File: src/rtl/fetch_stage_pkg.sv
// Shared fetch-stage definitions: widths, reset/bubble words, state and action encodings,
// and the IF/ID pipeline register layout.
package fetch_stage_pkg;

  localparam int DATA_W = 16;

  localparam logic [3:0]        OP_NOP    = 4'hF;
  localparam logic [DATA_W-1:0] RESET_PC  = 16'h0000;
  // Bubble word must never decode as the all-zero halt opcode.
  localparam logic [DATA_W-1:0] NOP_INSTR = {OP_NOP, 12'h000};

  typedef enum logic {
    FS_RUN    = 1'b0,
    FS_HALTED = 1'b1
  } fetch_state_t;

  // What the current edge does to PC and IF/ID, already priority-resolved.
  typedef enum logic [2:0] {
    ACT_FETCH    = 3'd0,
    ACT_FLUSH    = 3'd1,
    ACT_STALL    = 3'd2,
    ACT_REDIRECT = 3'd3,
    ACT_HALT     = 3'd4,
    ACT_IDLE     = 3'd5
  } fetch_act_t;

  typedef struct packed {
    logic [DATA_W-1:0] instr;
    logic [DATA_W-1:0] pc_plus2;
    logic              valid;
  } ifid_t;

endpackage

File: src/rtl/fetch_stage_pc_next_sel.sv
// Next-PC priority select: halted > halt > redirect > stall > flush > sequential fetch.
// Latency: purely combinational.
// Backpressure: stall holds PC; redirect overrides stall and flush.
module pc_next_sel
  import fetch_stage_pkg::*;
(
  input  logic [DATA_W-1:0] pc,
  input  logic              halted,
  input  logic              halt,
  input  logic              pc_op,
  input  logic              b_jmp,
  input  logic              stall,
  input  logic              if_flush,
  input  logic [DATA_W-1:0] branch_target,
  input  logic [DATA_W-1:0] jump_target,
  output logic [DATA_W-1:0] pc_next,
  output logic [DATA_W-1:0] pc_plus2,
  output logic [2:0]        act
);

  logic [DATA_W-1:0] target;

  assign pc_plus2 = pc + DATA_W'(2);
  assign target   = b_jmp ? branch_target : jump_target;

  always_comb begin
    pc_next = pc;
    act     = ACT_FETCH;
    if (halted) begin
      act = ACT_IDLE;
    end else if (halt) begin
      act = ACT_HALT;
    end else if (pc_op) begin
      act     = ACT_REDIRECT;
      pc_next = {target[DATA_W-1:1], 1'b0};
    end else if (stall) begin
      act = ACT_STALL;
    end else if (if_flush) begin
      act = ACT_FLUSH;
    end else begin
      pc_next = pc_plus2;
    end
  end

endmodule

File: src/rtl/fetch_stage.sv
// Instruction fetch: owns PC, drives imem address, loads IF/ID; sticky HALTED until reset.
// Latency: imem word at cycle N appears on ifid_* after edge N; redirect visible next cycle.
// Backpressure: stall freezes PC, IF/ID and fetch_count; flush/redirect/halt insert a bubble.
module fetch_stage
  import fetch_stage_pkg::*;
(
  input  logic              clk,
  input  logic              reset,
  input  logic              stall,
  input  logic              pc_op,
  input  logic              b_jmp,
  input  logic              if_flush,
  input  logic              halt,
  input  logic [DATA_W-1:0] branch_target,
  input  logic [DATA_W-1:0] jump_target,
  output logic [DATA_W-1:0] imem_addr,
  input  logic [DATA_W-1:0] imem_rdata,
  output logic [DATA_W-1:0] ifid_instr,
  output logic [DATA_W-1:0] ifid_pc_plus2,
  output logic              ifid_valid,
  output logic              halted,
  output logic [15:0]       fetch_count
);

  fetch_state_t      state, state_next;
  logic [DATA_W-1:0] pc, pc_next, pc_plus2;
  logic [2:0]        act_raw;
  fetch_act_t        act;
  ifid_t             ifid;

  pc_next_sel u_pc_next_sel (
    .pc            (pc),
    .halted        (halted),
    .halt          (halt),
    .pc_op         (pc_op),
    .b_jmp         (b_jmp),
    .stall         (stall),
    .if_flush      (if_flush),
    .branch_target (branch_target),
    .jump_target   (jump_target),
    .pc_next       (pc_next),
    .pc_plus2      (pc_plus2),
    .act           (act_raw)
  );

  assign act    = fetch_act_t'(act_raw);
  assign halted = (state == FS_HALTED);

  always_ff @(posedge clk or posedge reset) begin
    if (reset) state <= FS_RUN;
    else       state <= state_next;
  end

  always_comb begin
    state_next = state;
    if (state == FS_RUN && halt) state_next = FS_HALTED;
  end

  always_ff @(posedge clk or posedge reset) begin
    if (reset) begin
      pc          <= RESET_PC;
      ifid        <= '{instr: NOP_INSTR, pc_plus2: '0, valid: 1'b0};
      fetch_count <= '0;
    end else begin
      pc <= pc_next;
      case (act)
        ACT_FETCH: begin
          ifid <= '{instr: imem_rdata, pc_plus2: pc_plus2, valid: 1'b1};
          if (fetch_count != 16'hFFFF) fetch_count <= fetch_count + 16'd1;
        end
        // Bubble keeps the stale pc_plus2; consumers qualify on valid.
        ACT_HALT, ACT_REDIRECT, ACT_FLUSH: begin
          ifid.instr <= NOP_INSTR;
          ifid.valid <= 1'b0;
        end
        default: ifid <= ifid;
      endcase
    end
  end

  assign imem_addr     = pc;
  assign ifid_instr    = ifid.instr;
  assign ifid_pc_plus2 = ifid.pc_plus2;
  assign ifid_valid    = ifid.valid;

endmodule

File: config.mk
export PLATFORM = sky130hd
export DESIGN_NAME = fetch_stage
export DESIGN_NICKNAME = d
export VERILOG_FILES = /design/src/rtl/fetch_stage_pkg.sv /design/src/rtl/fetch_stage_pc_next_sel.sv /design/src/rtl/fetch_stage.sv
export SDC_FILE = /design/constraint.sdc
export NUM_CORES = 1
export LEC_CHECK = 0
export BUFFER_PORTS_ARGS = -buffer_cell sky130_fd_sc_hd__buf_4
export CORE_MARGIN = 3
export CORE_UTILIZATION = 50
export CTS_CLUSTER_SIZE = 20
export DETAILED_ROUTE_END_ITERATION = 8
export PLACE_DENSITY_LB_ADDON = 0.08
export SYNTH_ARGS = -nofsm -noshare
export SYNTH_HDL_FRONTEND = slang
export SYNTH_HIERARCHICAL = 1
export SYNTH_SLANG_ARGS = --single-unit
File: constraint.sdc
create_clock -name clk -period 3.6 [get_ports clk]
set_clock_uncertainty 0.05 [all_clocks]
set_input_delay 0.72 -clock clk [delete_from_list [all_inputs] [get_ports clk]]
set_output_delay 0.72 -clock clk [all_outputs]
set_load 0.03 [all_outputs]
==> results.json <==
{
  "synth_top_family_by_area": "simple AND/OR/NAND/NOR gates",
  "cts_resized": 0,
  "critical_path.startpoint": "halt",
  "ys_ff_latch": 66,
  "io_pins": 121,
  "grt_remaining_overflow": 0,
  "synthCells": 349,
  "fmax_ghz": 0.398,
  "relSlewSlack": 0.299,
  "syn_nets": 406,
  "p_leak_nw": 2.29,
  "start_kind": "input pin",
  "hold_path.class": "reg2reg",
  "initial_core_util": 0.532,
  "hold_viol_final": 0,
  "ctsRootBufferMaster": "clkbuf_8",
  "total_power_mw": 1.69,
  "grt_max_degree": 51,
  "dp_hpwl_um": 6360,
  "die_area_sq_um": 8030,
  "avgRoutedWirePerCell_um": 15.7,
  "setup_viol": 0,
  "drc": 0,
  "r2r_slack_ns": 1.14,
  "vias_per_cell": 5.42,
  "via_count": 3057,
  "clock_latency_ns": 0.34,
  "crit_required_ns": 3.77,
  "critical_path_class": "in2reg",
  "cts.path.max_buffers": 2,
  "synth_edf_count": 0,
  "routed_wl_um": 8860,
  "clkSinkCount": 66,
  "dr.pass1.iters": 5,
  "synthXorXnorAreaFrac": 0.0627,
  "grt_pass1_wl_um": 14300,
  "yosysWarningCount": 6,
  "drv_slew": 0,
  "grt_setup_unrepaired": "no",
  "tns_ns": 0,
  "cts_hold_buf": 0,
  "power_density_nw_per_um2": 362,
  "cts_buffers": 9,
  "reg2reg_to": "fetch_count[12]$_DFFE_PP0P_",
  "min-delay-start": "ifid_pc_plus2[0]$_DFFE_PP0P_",
  "grt_antenna_before_repair": 0,
  "final_nets": 524,
  "muxShareOfSynthArea": 0.0584,
  "status": "completed",
  "end_kind": "register",
  "gp_congestion": 0.850,
  "tightest_slew_ns": 1.05,
  "htree_levels": 3,
  "crit_fanout": 13,
  "synthAdderAreaFrac": 0.00716,
  "yosysSeqAreaShare": 0.474,
  "coreArea_sq_um": 6570,
  "whs_path_depth": 2,
  "synth_area_per_cell_sq_um": 10.0,
  "dieWidth_um": 89.6,
  "grtUsageTotal": 0.229,
  "arrival_ns": 2.68,
  "reg2reg_depth": 9,
  "async_reset_ff_frac": 1.00,
  "period_share": 0.697,
  "path_clk_slew_ns": 0.07,
  "netlist_area_sq_um": 3490,
  "dp.cells": 549,
  "post_cts_buffers": 0,
  "grt_pass1_vias": 2979,
  "yosys.area_share.simple": 0.223,
  "synthFlopType": "dfrtp_1",
  "fp-row-count": 29,
  "cap_violations": 0,
  "antenna_cells": 0,
  "stdcell_count": 564,
  "r2r-start": "halted$_DFFE_PP0P_",
  "irDropWorstVdd_uv": 245,
  "ys_types": 54,
  "numPortBuffers": 118,
  "antenna_left": 0,
  "die_y_um": 89.6,
  "synth_compound_area_frac": 0.141,
  "period_needed_ns": 2.51,
  "syn2layout_area_growth_pct": 33.2,
  "hold_end": "ifid_pc_plus2[0]$_DFFE_PP0P_",
  "cts_tree": "done",
  "drive_gt1_frac": 0.365,
  "dr.first_iter.drc_count": 139
}
-- power by group --
group | internal (mW) | leakage [nW] | switching, mW
combinational | 0.124 | 1.33 | 0.151
sequential | 0.777 | 0.863 | 0.0399
clock | 0.315 | 0.0921 | 0.279
total | 1.22 | 2.29 | 0.470
-- cells in the mapped netlist, drive strengths merged (9+ instances only) --
cell,number,area share
nand3,10,0.018
inv,9,0.0097
nor3,17,0.033
a22o,12,0.030
mux2,11,0.035
nor2,17,0.020
o21ai,10,0.014
a211oi,9,0.021
nand4,9,0.016
xor2,14,0.035
clkbuf,9,0.0097
xnor2,11,0.028
dfrtp,62,0.44
nand2,63,0.068
buf,9,0.014
-- metrics by stage --
stage	setup WS, ns	area, sq um	utilization	hold slack, ns
after floorplan	0.644	3490	-	0.574
after global placement	0.750	4470	0.681	0.410
after detailed placement	0.730	4470	0.681	0.414
after CTS	1.08	4650	0.709	0.432
after global routing	0.954	4650	0.709	0.452
final	1.09	4650	0.709	0.428
-- cells in the final DEF (no fill, tap or decap), types with 5 or more instances in the layout --
master    count
o21ai_0       9
xor2_1       14
dfrtp_1      62
mux2i_1       8
and3_1        5
nor2_1       16
nand4_1       9
inv_1         8
xnor2_1      11
nand3_1       9
a21oi_1       7
mux2_2        8
a211oi_1      8
buf_4       125
nor3_2        5
o22ai_1       8
nor3_1       11
o22a_1        6
a22o_1       12
clkbuf_8      9
nand2_1      63
-- metal layers --
metal	wire, um	vias to the layer above	GRT usage
li1	-	1494	-
met1	3730	1430	0.305
met2	4250	118	0.371
met3	724	15	0.0456
met4	159	0	0.0880
met5	0	-	0
-- cell type report --
| class | count | area, sq um |
|---|---|---|
| fillers | 532 | 1910 |
| flip-flops and latches | 66 | 1660 |
| multi-input cells | 256 | 1730 |
| repair buffers | 125 | 938 |
| clock buffers | 10 | 128 |
| inverters | 9 | 33.8 |
| well taps | 93 | 116 |
| clock inverters | 5 | 56.3 |
-- how the worst max path moves through the flow --
stage                                   to  slack, ns  cells past startpoint
2_1_floorplan  fetch_count[12]$_DFFE_PP0P_       0.64                      9
3_3_place_gp   fetch_count[12]$_DFFE_PP0P_       0.75                     10
3_5_place_dp   fetch_count[12]$_DFFE_PP0P_       0.73                     10
4_1_cts        fetch_count[12]$_DFFE_PP0P_       1.08                     10
5_1_grt         fetch_count[8]$_DFFE_PP0P_       0.95                     10
6_report       fetch_count[12]$_DFFE_PP0P_       1.09                     10
-- registers in the layout (all words and copies together), names as in the netlist --
name / count
ifid_valid: 1
halted: 1
ifid_instr: 16
imem_addr: 16
ifid_pc_plus2: 16
fetch_count: 16
-- worst max-delay path, cell delays in order --
cell and delay [ns]:
buf_4 0.09, nor2_1 0.04, buf_4 0.18, inv_1 0.09, nor2_1 0.05, buf_4 0.15, or3_1 0.38, or3_1 0.50
nor3_2 0.16, mux2_1 0.33
-- cells by family (layout without fill, tap and decap cells) --
group           after synthesis  in the layout
buf+inv                      27            149
xor+xnor                     25             25
simple gates                144            144
compound gates               66             66
fa+ha+maj                     2              2
mux                          19             19
flops                        66             66
Power figures use the tool's default switching activity.
